--- config.mk ---
export PLATFORM = sky130hd
export DESIGN_NAME = load_store_unit_flat
export DESIGN_NICKNAME = d
export VERILOG_FILES = /design/src/rtl/load_store_unit_if.sv /design/src/rtl/load_store_unit.sv /design/src/flat_wrapper.sv
export SDC_FILE = /design/constraint.sdc
export NUM_CORES = 1
export LEC_CHECK = 0
export CORE_UTILIZATION = 30
export DETAILED_ROUTE_END_ITERATION = 8
export HOLD_SLACK_MARGIN = 0.12
export PLACE_DENSITY = 0.63
export SLEW_MARGIN = 20
export SYNTH_ARGS = -nofsm -noshare
export SYNTH_HDL_FRONTEND = slang
export SYNTH_SLANG_ARGS = --single-unit
--- constraint.sdc ---
create_clock -name rclk -period 2.98 [get_ports rclk]
set_input_delay 0.447 -clock rclk [delete_from_list [all_inputs] [get_ports rclk]]
set_output_delay 0.447 -clock rclk [all_outputs]
set_load 0.005 [all_outputs]
--- src/rtl/load_store_unit_if.sv ---
// Word-wide variable-latency data-memory bus between the load/store unit and memory.
// The master drives request, direction, address, byte enables and write data; the slave answers with ack and read data.
interface load_store_unit_if;
  logic        bus_req;
  logic        bus_we;
  logic [31:0] bus_addr;
  logic [31:0] bus_wdata;
  logic [3:0]  bus_be;
  logic [31:0] bus_rdata;
  logic        bus_ack;

  modport master (
    output bus_req, bus_we, bus_addr, bus_wdata, bus_be,
    input  bus_rdata, bus_ack
  );

  modport slave (
    input  bus_req, bus_we, bus_addr, bus_wdata, bus_be,
    output bus_rdata, bus_ack
  );
endinterface

--- src/rtl/load_store_unit.sv ---
// Data-memory access stage: formats stores onto the word bus, extends load results,
// and holds the datapath stalled until the bus transaction completes or times out.
//
// state | meaning
// IDLE  | watch for a load/store; fault or launch a bus request
// REQ   | bus_req high with latched address/data; wait for ack or timeout
// RESP  | transaction done, stall released, instruction commits
module load_store_unit #(
  parameter int TIMEOUT = 64
) (
  input  logic              rclk,
  input  logic              rst,
  input  logic              mem_read,
  input  logic              mem_write,
  input  logic [2:0]        funct3,
  input  logic [31:0]       addr,
  input  logic [31:0]       store_data,
  output logic [31:0]       load_data,
  output logic              stall,
  output logic              fault,
  output logic              bus_err,
  load_store_unit_if.master bus
);

  typedef enum logic [1:0] {IDLE, REQ, RESP} state_t;

  localparam int CW = (TIMEOUT > 2) ? $clog2(TIMEOUT) : 1;
  localparam logic [CW-1:0] CNT_LAST = CW'(TIMEOUT - 1);

  state_t        state, state_nxt;
  logic [CW-1:0] cnt;
  logic          access, is_store, unsupported, misaligned, fault_c, start;
  logic          we_q;
  logic [31:0]   addr_q, wdata_q;
  logic [3:0]    be_q;
  logic [2:0]    f3_q;
  logic [1:0]    alo_q;
  logic [3:0]    be_c;
  logic [31:0]   wdata_c;
  logic [7:0]    rbyte;
  logic [15:0]   rhalf;
  logic [31:0]   fmt_c;

  assign access   = mem_read | mem_write;
  assign is_store = mem_write;

  always_comb begin
    if (is_store)
      unsupported = !(funct3 inside {3'b000, 3'b001, 3'b010});
    else
      unsupported = funct3 inside {3'b011, 3'b110, 3'b111};
    misaligned = ((funct3[1:0] == 2'b01) && addr[0]) ||
                 ((funct3[1:0] == 2'b10) && (addr[1:0] != 2'b00));
    fault_c    = unsupported | misaligned;
  end

  // Byte enables and lane replication depend only on size, so loads share them.
  always_comb begin
    be_c    = 4'b1111;
    wdata_c = store_data;
    case (funct3[1:0])
      2'b00: begin
        be_c    = 4'b0001 << addr[1:0];
        wdata_c = {4{store_data[7:0]}};
      end
      2'b01: begin
        be_c    = addr[1] ? 4'b1100 : 4'b0011;
        wdata_c = {2{store_data[15:0]}};
      end
      default: begin
        be_c    = 4'b1111;
        wdata_c = store_data;
      end
    endcase
  end

  always_comb begin
    rbyte = bus.bus_rdata[7:0];
    case (alo_q)
      2'd0:    rbyte = bus.bus_rdata[7:0];
      2'd1:    rbyte = bus.bus_rdata[15:8];
      2'd2:    rbyte = bus.bus_rdata[23:16];
      default: rbyte = bus.bus_rdata[31:24];
    endcase
    rhalf = alo_q[1] ? bus.bus_rdata[31:16] : bus.bus_rdata[15:0];
    case (f3_q)
      3'b000:  fmt_c = {{24{rbyte[7]}}, rbyte};
      3'b001:  fmt_c = {{16{rhalf[15]}}, rhalf};
      3'b100:  fmt_c = {24'd0, rbyte};
      3'b101:  fmt_c = {16'd0, rhalf};
      default: fmt_c = bus.bus_rdata;
    endcase
  end

  always_ff @(posedge rclk) begin
    if (rst) state <= IDLE;
    else     state <= state_nxt;
  end

  always_comb begin
    state_nxt = state;
    stall     = 1'b0;
    fault     = 1'b0;
    bus_err   = 1'b0;
    start     = 1'b0;
    case (state)
      IDLE: begin
        if (access) begin
          if (fault_c) begin
            fault = 1'b1;
          end else begin
            stall     = 1'b1;
            start     = 1'b1;
            state_nxt = REQ;
          end
        end
      end
      REQ: begin
        stall = 1'b1;
        if (bus.bus_ack) begin
          state_nxt = RESP;
        end else if (cnt == CNT_LAST) begin
          bus_err   = 1'b1;
          state_nxt = RESP;
        end
      end
      RESP:    state_nxt = IDLE;
      default: state_nxt = IDLE;
    endcase
  end

  always_ff @(posedge rclk) begin
    if (rst) begin
      we_q      <= 1'b0;
      addr_q    <= '0;
      wdata_q   <= '0;
      be_q      <= '0;
      f3_q      <= '0;
      alo_q     <= '0;
      cnt       <= '0;
      load_data <= '0;
    end else if (start) begin
      we_q    <= is_store;
      addr_q  <= {addr[31:2], 2'b00};
      wdata_q <= wdata_c;
      be_q    <= be_c;
      f3_q    <= funct3;
      alo_q   <= addr[1:0];
      cnt     <= '0;
    end else if (state == REQ) begin
      if (bus.bus_ack) begin
        if (!we_q) load_data <= fmt_c;
      end else if (bus_err) begin
        load_data <= '0;
      end else begin
        cnt <= cnt + 1'b1;
      end
    end
  end

  assign bus.bus_req   = (state == REQ);
  assign bus.bus_we    = we_q;
  assign bus.bus_addr  = addr_q;
  assign bus.bus_wdata = wdata_q;
  assign bus.bus_be    = be_q;

endmodule

--- src/flat_wrapper.sv ---
// flat-port wrapper written by rule: the top's interface ports become plain ports
module load_store_unit_flat 
#(
  parameter int TIMEOUT = 64
)
  (rclk, rst, mem_read, mem_write, funct3, addr, store_data, load_data, stall, fault, bus_err, bus_bus_req, bus_bus_we, bus_bus_addr, bus_bus_wdata, bus_bus_be, bus_bus_rdata, bus_bus_ack);
  load_store_unit_if bus_i ();
  input  logic rclk;
  input  logic rst;
  input  logic mem_read;
  input  logic mem_write;
  input  logic [2:0] funct3;
  input  logic [31:0] addr;
  input  logic [31:0] store_data;
  output logic [31:0] load_data;
  output logic stall;
  output logic fault;
  output logic bus_err;
  output wire logic [$bits(bus_i.bus_req)-1:0] bus_bus_req;
  output wire logic [$bits(bus_i.bus_we)-1:0] bus_bus_we;
  output wire logic [$bits(bus_i.bus_addr)-1:0] bus_bus_addr;
  output wire logic [$bits(bus_i.bus_wdata)-1:0] bus_bus_wdata;
  output wire logic [$bits(bus_i.bus_be)-1:0] bus_bus_be;
  input wire logic [$bits(bus_i.bus_rdata)-1:0] bus_bus_rdata;
  input wire logic [$bits(bus_i.bus_ack)-1:0] bus_bus_ack;
  assign bus_bus_req = bus_i.bus_req;
  assign bus_bus_we = bus_i.bus_we;
  assign bus_bus_addr = bus_i.bus_addr;
  assign bus_bus_wdata = bus_i.bus_wdata;
  assign bus_bus_be = bus_i.bus_be;
  assign bus_i.bus_rdata = bus_bus_rdata;
  assign bus_i.bus_ack = bus_bus_ack;
  load_store_unit #(.TIMEOUT(TIMEOUT)) u_core (.rclk(rclk), .rst(rst), .mem_read(mem_read), .mem_write(mem_write), .funct3(funct3), .addr(addr), .store_data(store_data), .load_data(load_data), .stall(stall), .fault(fault), .bus_err(bus_err), .bus(bus_i));
endmodule
==> results of run 1 <==
[critical path, stage by stage]
cell and delay [ps]:
clkdlybuf4s50_1 530, a221oi_2 500, nor2_1 110, o21ai_0 180
clkdlybuf4s50_1 520
[sequential cells by signal (all words and copies together) (netlist names)]
register and flops:
u_core.load_data 32, u_core.bus.bus_addr 30, u_core.bus.bus_be 4, u_core.alo_q 2
u_core.state 2, u_core.bus.bus_wdata 32, u_core.cnt 6, u_core.f3_q 3
u_core.bus.bus_we 1
[worst max path at each step]
stage | slack, ps | to | start
global route | 120 | stall | addr[0]
floorplan | 1280 | u_core.load_data[10] | bus_bus_ack
CTS | 230 | stall | addr[0]
detailed placement | 240 | stall | addr[0]
global placement | 290 | stall | addr[0]
finish | 250 | stall | addr[0]
[per-stage QoR]
| stage | worst slack, ps | cells | hold slack [ps] | cell area, um2 |
|---|---|---|---|---|
| after floorplan | 1280 | 572 | 453 | 4870 |
| after global placement | 286 | 963 | 441 | 7140 |
| after detailed placement | 244 | 963 | 445 | 7140 |
| after CTS | 234 | 978 | 455 | 7430 |
| after global routing | 116 | 978 | 477 | 7430 |
| final | 249 | 978 | 455 | 7430 |
[power breakdown]
group          leakage [nW]  switching (mW)  internal (mW)  total, mW
combinational          1.55           0.314          0.386      0.700
clock                 0.135           0.562          0.648       1.21
sequential            0.912          0.0564           1.58       1.64
total                  2.60           0.933           2.62       3.55
[cell families (layout without fill, tap and decap cells)]
group           count (synthesis)  count (layout)  share of synthesized area (%)
other cells                     1               2                         0.0770
buf+inv                        50             240                           4.58
flops                         112             112                           46.1
simple gates                  209             209                           19.2
mux                            28              28                           5.84
compound gates                168             168                           23.6
fa+ha+maj                       1               1                          0.257
xor+xnor                        2               2                          0.360
[cell usage after synthesis, drive strengths merged (2+ instances only)]
cell type,count,area [um2]
nand2,117,439
dfxtp,112,2240
a21oi,62,310
nor2,45,169
o21ai,26,130
mux2i,25,250
clkbuf,24,90.1
o2bb2ai,23,201
buf,19,106
nand2b,14,87.6
a311oi,11,96.3
a211oi,10,75.1
o211ai,9,67.6
a32o,8,80.1
or3,7,43.8
a211o,5,43.8
and3b,5,43.8
inv,5,18.8
nor3,5,35.0
nor3b,4,30.0
mux2,3,33.8
a21o,2,15.0
a221oi,2,30.0
a22o,2,17.5
clkinv,2,7.51
nand3,2,10.0
nand3b,2,15.0
nor4,2,18.8
o221ai,2,30.0
xor2,2,17.5
[routing by layer]
metal | track usage (%) | vias to the layer above | share of wire, %
met5 | 0 | - | 0
met4 | 5.47 | 0 | 1.2
met3 | 7.51 | 15 | 8.8
met2 | 32.4 | 170 | 49
met1 | 21.5 | 2305 | 41
li1 | - | 2404 | -
[area by class of cell]
| class | instances | area [um2] | share of cell area, % |
|---|---|---|---|
| inverter | 7 | 26.3 | 0.354 |
| clock buffer | 10 | 229 | 3.08 |
| clock inverter | 5 | 58.8 | 0.792 |
| multi-input combinational | 410 | 2430 | 32.7 |
| timing repair buffer | 218 | 2170 | 29.2 |
| tap | 216 | 270 | 3.64 |
| sequential | 112 | 2240 | 30.2 |
==> summary.md, run 1 <==
| Metric | Value |
|---|---|
| Status | `completed` |
| Vias in the first global route | `4,688` |
| Hold endpoint | `u_core.bus.bus_addr[24]` |
| GRT Util Overall | `18.9%` |
| Crit path DAT | `2280 ps` |
| Post-DP HPWL | `11,400 um` |
| TritonRoute pass-1 iters | `6` |
| CTS tree | `built` |
| N_diodes | `0` |
| Tightest Hold Check Type | `reg2reg` |
| Worst reg2reg path startpoint | `u_core.alo_q[0]` |
| Final setup viols | `0` |
| Post-Syn Area per Cell | `8.52 um2` |
| Antenna violations before repair | `1` |
| Final nets | `863` |
| Core Area | `0.0159 mm2` |
| R2r setup slk | `930 ps` |
| Crit Path Category | `in2out` |
| Yosys cell types | `48` |
| LEAKAGE | `2.60 nW` |
| Overflow after GRT | `0` |
| P per Cell Area | `478 mW/mm2` |
| Initial Util | `30.6%` |
| Chip height | `129 um` |
| Yosys warnings | `0` |
| RePlAce Congestion | `0.826` |
| First-pass GRT wire length | `24,400 um` |
| Max VDD drop | `0.247 mV` |
| Fill cells | `1,553` |
| WL per Instance | `16.1 um` |
| Sink Count | `112` |
| Drt drc | `0` |
| CP Capture Type | `primary output` |
| Max frequency | `366 MHz` |
| Final Slew Violations | `0` |
| TNS Setup | `0 ps` |
| Final Util | `46.8%` |
| Synthesized cell area | `0.00487 mm2` |
| Boundary pin count | `209` |
| Port Buffer Count | `206` |
| Vias | `4,894` |
| Max transition margin | `40.0%` |
| Worst EP required | `2530 ps` |
| Post-synthesis sequential area ratio | `46.1%` |
| H-tree levels | `3` |
| CTS Hold Buffers Added | `0` |
| Post-CTS setup buffer count | `0` |
| Fraction of layout cells with a size suffix above 1 | `5.12%` |
| R2R Path End | `u_core.load_data[9]` |
| Vias/cell | `5.00` |
| Hold path cells | `2` |
| Yosys reg bits | `112` |
| Period utilisation layout | `91.6%` |
| RSZ-0062 raised after global routing | `no` |
| Root Driver | `clkbuf_16` |
| DRT iter0 DRCs | `245` |
| Post-route ant nets | `0` |
| Total Wirelength | `15,800 um` |
| Ys flop type | `dfxtp_1` |
| Max-capacitance violation count | `0` |
| Post-CTS Resized | `0` |
| Die W | `129 um` |
| Worst-margin pin slew | `900 ps` |
| HP Start | `u_core.bus.bus_addr[24]` |
| Most frequent cells in the layout | `clkdlybuf4s50_1, nand2_1, dfxtp_1` |
| Clock-pin transition on the worst setup and hold timing paths | `70 ps` |
| Synthesized instance count | `571` |
| Final Critical Period | `2730 ps` |
| Max Root-Sink Buffers | `2` |
| CTS buffer count | `9` |
| Worst Path Max Fanout | `6` |
| Number of synthesized flops with an enable pin | `0` |
| P&R area growth vs syn | `52.6%` |
| # rows | `46` |
| Clk_lat worst skew | `360 ps` |
| Largest net degree at the start of global routing | `92` |
| Total power | `3.55 mW` |
| Layout Skew | `7.46 ps` |
| Die area | `0.0167 mm2` |
| Final Hold Fails | `0` |
| Ys async rst share | `0%` |
| Worst r2r path cells | `4` |
| Critical path launch point type | `input port` |
| Commonest non-fill, non-tap cell in the layout | `clkdlybuf4s50_1` |
Power figures use the tool's default switching activity.
==> inputs of run 2 (changes only) <==
Settings changed: PLACE_DENSITY 0.63 to 0.59.
==> run 2 against run 1 <==
Compared with the run above:
- die area did not move
- combinational power hardly changed
- clock skew decreased by 1.3 ps
- via count down 2.0%
- power grew 4.0%
- non-clock buffer count up 1
- count of clock-buffer cells in the layout is 1 lower
- sequential share of layout area shrank 0.20 points
- setup slack better by 27 ps
- sequential cell count unchanged
- design area increased by 0.66%
- worst hold slack got worse by 140 ps
- critical path type unchanged
==> summary.md, run 2 (synthesized netlist as in run 1, its figures left out) <==
| Metric | Value |
|---|---|
| R2r setup slk | `790 ps (was 930 ps)` |
| CTS tree | `built (unchanged)` |
| Worst r2r path cells | `4 (unchanged)` |
| Final Critical Period | `2700 ps (was 2730 ps)` |
| R2R Path End | `u_core.load_data[12] (was u_core.load_data[9])` |
| Critical Path End | `fault (was stall)` |
| P per Cell Area | `494 mW/mm2 (was 478 mW/mm2)` |
| Worst EP required | `2530 ps (about the same)` |
| Period utilisation layout | `90.7% (was 91.6%)` |
| DRT iter0 DRCs | `272 (was 245)` |
| First-pass GRT wire length | `24,300 um (was 24,400 um)` |
| Initial Util | `30.6% (unchanged)` |
| Boundary pin count | `209 (unchanged)` |
| Commonest non-fill, non-tap cell in the layout | `clkdlybuf4s50_1 (unchanged)` |
| Final Hold Fails | `0 (unchanged)` |
| CTS Hold Buffers Added | `0 (unchanged)` |
| Vias in the first global route | `4,666 (was 4,688)` |
| Max VDD drop | `0.454 mV (was 0.247 mV)` |
| Status | `completed (unchanged)` |
| Final Slew Violations | `0 (unchanged)` |
| Cell family with most CP delay | `buffers and inverters (unchanged)` |
| Clock-pin transition on the worst setup and hold timing paths | `80 ps (was 70 ps)` |
| Sink Count | `112 (unchanged)` |
| N_diodes | `0 (unchanged)` |
| Post-CTS Resized | `0 (unchanged)` |
| P&R area growth vs syn | `53.7% (was 52.6%)` |
| TNS Setup | `0 ps (unchanged)` |
| Port Buffer Count | `206 (unchanged)` |
| H-tree levels | `3 (unchanged)` |
| Worst Setup SP | `mem_write (was addr[0])` |
| Total Wirelength | `15,800 um (about the same)` |
| Critical path launch point type | `input port (unchanged)` |
| TritonRoute pass-1 iters | `4 (was 6)` |
| Worst reg2reg path startpoint | `u_core.alo_q[1] (was u_core.alo_q[0])` |
| Crit Path Category | `in2out (unchanged)` |
| Antenna violations before repair | `1 (unchanged)` |
| GRT Util Overall | `19.0% (was 18.9%)` |
| CP max stage delay | `630 ps (was 530 ps)` |
| Max transition margin | `33.9% (was 40.0%)` |
| Die area | `0.0167 mm2 (unchanged)` |
| Critical path buffers and inverters | `3 (was 2)` |
| Fill cells | `1,570 (was 1,553)` |
| # rows | `46 (unchanged)` |
| Tightest Hold Check Type | `in2reg (was reg2reg)` |
| Post-CTS setup buffer count | `0 (unchanged)` |
| Final Util | `47.1% (was 46.8%)` |
| Most frequent cells in the layout | `clkdlybuf4s50_1, nand2_1, dfxtp_1 (unchanged)` |
| Critical path's slowest cell | `clkdlybuf4s50_1 (unchanged)` |
| Worst path cell trace | `clkdlybuf4s50_1, a221oi_2, buf_4, nor4_1, clkdlybuf4s50_1 (was clkdlybuf4s50_1, a221oi_2, nor2_1, o21ai_0, clkdlybuf4s50_1)` |
| CTS buffer count | `9 (unchanged)` |
| Post-route cell area | `0.00748 mm2 (was 0.00743 mm2)` |
| Worst Path Max Fanout | `5 (was 6)` |
| Max Root-Sink Buffers | `2 (unchanged)` |
| Overflow after GRT | `0 (unchanged)` |
| Drt drc | `0 (unchanged)` |
| RSZ-0062 raised after global routing | `no (unchanged)` |
| CP dominant cell by count | `clkdlybuf4s50_1 (unchanged)` |
| Final nets | `864 (was 863)` |
| Core Area | `0.0159 mm2 (unchanged)` |
| Max-capacitance violation count | `0 (unchanged)` |
| Final setup viols | `0 (unchanged)` |
| LEAKAGE | `2.63 nW (was 2.60 nW)` |
| Placement Cell Area | `0.00715 mm2 (was 0.00714 mm2)` |
| Post-route ant nets | `0 (unchanged)` |
| HP Start | `rst (was u_core.bus.bus_addr[24])` |
| Worst-margin pin slew | `985 ps (was 900 ps)` |
| CP Capture Type | `primary output (unchanged)` |
| Vias | `4,798 (was 4,894)` |
| Worst path depth | `5 (unchanged)` |
| Chip height | `129 um (unchanged)` |
| Fraction of layout cells with a size suffix above 1 | `5.50% (was 5.12%)` |
| Max frequency | `370 MHz (was 366 MHz)` |
| Non-filler cells, final | `980 (was 978)` |
| WL per Instance | `16.2 um (was 16.1 um)` |
| Clk_lat worst skew | `360 ps (about the same)` |
| Post-DP HPWL | `11,400 um (about the same)` |
| RePlAce Congestion | `0.824 (was 0.826)` |
| Crit path DAT | `2260 ps (was 2280 ps)` |
| Largest net degree at the start of global routing | `75 (was 92)` |
| Vias/cell | `4.90 (was 5.00)` |
| Layout Skew | `6.12 ps (was 7.46 ps)` |
| Root Driver | `clkbuf_16 (unchanged)` |
| Die W | `129 um (unchanged)` |
| Placed insts | `964 (was 963)` |
-- run 2: power by group --
group / internal [mW] / total, mW / switching [mW]
clock: 0.749 / 1.35 / 0.604
combinational: 0.388 / 0.699 / 0.310
sequential: 1.58 / 1.64 / 0.0602
-- run 2: area by class of cell --
class | instances | area (um2) | share of cell area (%)
Multi-Input combinational cell | 410 | 2430 | 32.5
Sequential cell | 112 | 2240 | 30.0
Timing Repair Buffer | 219 | 2180 | 29.1
Tap cell | 216 | 270 | 3.61
Clock buffer | 9 | 225 | 3.01
Clock inverter | 7 | 104 | 1.39
Inverter | 7 | 26.3 | 0.351
-- run 2: layer usage --
layer  share of wire, %  GRT usage (%)
met1                 42           22.4
met2                 47           31.2
met3                8.8           6.65
met4                2.4           7.82
met5                  0              0
-- run 2: how the worst min path moves through the flow --
stage,end,cells past startpoint
2_1_floorplan,u_core.bus.bus_addr[10],2
6_report,u_core.state[1],2
5_1_grt,u_core.state[1],2
4_1_cts,u_core.state[1],2
3_5_place_dp,u_core.bus.bus_wdata[25],2
3_3_place_gp,u_core.bus.bus_addr[16],2
-- run 2: through the flow --
step	hold WS, ps	setup slack, ps	power, mW
detailed placement	449	250	2.38
global route	308	223	3.87
finish	314	277	3.69
CTS	297	249	3.75
global placement	442	266	2.37
floorplan	453	1280	1.96
==> inputs of run 3 (changes only) <==
Settings changed: PLACE_DENSITY 0.59 to 0.56.
==> run 3 against run 2 <==
Compared with the run above:
- utilization hardly changed
- critical path type unchanged
- die area stayed put
- cell count is 0.20% higher
- via count is 1.6% higher
- combinational power is 2% higher
- largest power group unchanged
==> summary.md, run 3 (synthesized netlist as in run 1, its figures left out) <==
| Metric | Value |
|---|---|
| WL per Instance | `16.2 um (about the same)` |
| Post-route ant nets | `0 (unchanged)` |
| Max Root-Sink Buffers | `2 (unchanged)` |
| Final Slew Violations | `0 (unchanged)` |
| P per Cell Area | `487 mW/mm2 (was 494 mW/mm2)` |
| Die W | `129 um (unchanged)` |
| TNS Setup | `0 ps (unchanged)` |
| RePlAce Congestion | `0.817 (was 0.824)` |
| Final setup viols | `0 (unchanged)` |
| Status | `completed (unchanged)` |
| Max-capacitance violation count | `0 (unchanged)` |
| Non-filler cells, final | `982 (was 980)` |
| Max VDD drop | `0.254 mV (was 0.454 mV)` |
| Max frequency | `379 MHz (was 370 MHz)` |
| First-pass GRT wire length | `24,200 um (was 24,300 um)` |
| Overflow after GRT | `0 (unchanged)` |
| Critical path launch point type | `input port (unchanged)` |
| Sink Count | `112 (unchanged)` |
| TritonRoute pass-1 iters | `4 (unchanged)` |
| H-tree levels | `3 (unchanged)` |
| Layout Skew | `6.06 ps (was 6.12 ps)` |
| Most frequent cells in the layout | `clkdlybuf4s50_1, nand2_1, dfxtp_1 (unchanged)` |
| Crit Path Category | `in2out (unchanged)` |
| # rows | `46 (unchanged)` |
| Initial Util | `30.6% (unchanged)` |
| Tightest Hold Check Type | `reg2reg (was in2reg)` |
| Fraction of layout cells with a size suffix above 1 | `5.74% (was 5.50%)` |
| Post-DP HPWL | `11,600 um (was 11,400 um)` |
| Vias in the first global route | `4,680 (was 4,666)` |
| Final Hold Fails | `0 (unchanged)` |
| CTS Hold Buffers Added | `0 (unchanged)` |
| Root Driver | `clkbuf_16 (unchanged)` |
| P&R area growth vs syn | `53.8% (was 53.7%)` |
| Vias/cell | `4.97 (was 4.90)` |
| Worst EP required | `2530 ps (about the same)` |
| DRT iter0 DRCs | `271 (was 272)` |
| Final nets | `866 (was 864)` |
| Post-CTS Resized | `0 (unchanged)` |
| RSZ-0062 raised after global routing | `no (unchanged)` |
| Setup WS post-layout | `341 ps (was 277 ps)` |
| Worst-margin pin slew | `813 ps (was 985 ps)` |
| FF+latch area | `0.00224 mm2 (unchanged)` |
| N_diodes | `0 (unchanged)` |
| Largest net degree at the start of global routing | `76 (was 75)` |
| CP Capture Type | `primary output (unchanged)` |
| Total Wirelength | `15,900 um (was 15,800 um)` |
| Vias | `4,877 (was 4,798)` |
| GRT Util Overall | `18.8% (was 19.0%)` |
| Post-placement setup slack | `369 ps (was 250 ps)` |
| LEAKAGE | `2.62 nW (was 2.63 nW)` |
| Fill cells | `1,572 (was 1,570)` |
| Clk_lat worst skew | `350 ps (was 360 ps)` |
| Placed insts | `966 (was 964)` |
| Antenna violations before repair | `0 (was 1)` |
| Final Util | `47.1% (about the same)` |
| Crit path DAT | `2190 ps (was 2260 ps)` |
| Boundary pin count | `209 (unchanged)` |
| Chip height | `129 um (unchanged)` |
| CTS buffer count | `9 (unchanged)` |
| CTS tree | `built (unchanged)` |
| Die area | `0.0167 mm2 (unchanged)` |
| Drt drc | `0 (unchanged)` |
| Worst Path Max Fanout | `6 (was 5)` |
| Area occupied by multi-input gates | `0.00243 mm2 (unchanged)` |
| Commonest non-fill, non-tap cell in the layout | `clkdlybuf4s50_1 (unchanged)` |
| Core Area | `0.0159 mm2 (unchanged)` |
| Period utilisation layout | `88.5% (was 90.7%)` |
| Final Critical Period | `2640 ps (was 2700 ps)` |
| Port Buffer Count | `206 (unchanged)` |
| Clock-pin transition on the worst setup and hold timing paths | `70 ps (was 80 ps)` |
| Post-CTS setup buffer count | `0 (unchanged)` |
| Max transition margin | `45.8% (was 33.9%)` |
[run 3: per-stage QoR]
stage / hold slack, ps / instance area [um2] / power [mW]
6_report: 454 / 7490 / 3.65
5_1_grt: 479 / 7490 / 3.82
4_1_cts: 458 / 7490 / 3.69
3_5_place_dp: 447 / 7160 / 2.38
3_3_place_gp: 442 / 7160 / 2.37
2_1_floorplan: 453 / 4870 / 1.96
[run 3: where the power goes]
group	switching, mW	internal [mW]	total [mW]
clock network	0.566	0.737	1.30
registers	0.0505	1.58	1.63
logic	0.322	0.391	0.713
[run 3: layer usage]
layer	vias to the layer above	share of wire, %	GRT usage, %
met3	17	8.7	5.62
met1	2294	40	21.3
met5	-	0	0
li1	2402	-	-
met2	164	49	33.0
met4	0	1.7	7.13
[run 3: area by class of cell]
class / count / share of cell area, %
clock inverters: 7 / 1.29
clock buffers: 9 / 3.01
well taps: 216 / 3.61
repair buffers: 221 / 29.3
inverters: 7 / 0.351
multi-input cells: 410 / 32.5
flip-flops and latches: 112 / 30.0
[run 3: final timing paths]
path | startpoint | endpoint | slack, ps | cells past startpoint
worst min register to register | u_core.bus.bus_addr[15] | u_core.bus.bus_addr[15] | 450 | 2
worst max-delay path | addr[0] | fault | 340 | 5
worst max register to register | u_core.alo_q[0] | u_core.load_data[11] | 1030 | 4
worst min-delay path | u_core.bus.bus_addr[15] | u_core.bus.bus_addr[15] | 450 | 2
[run 3: critical path, stage by stage]
cell and delay, ps:
clkdlybuf4s50_1 620, nor4_2 100, buf_4 160, nor4_1 300, clkdlybuf4s50_1 570
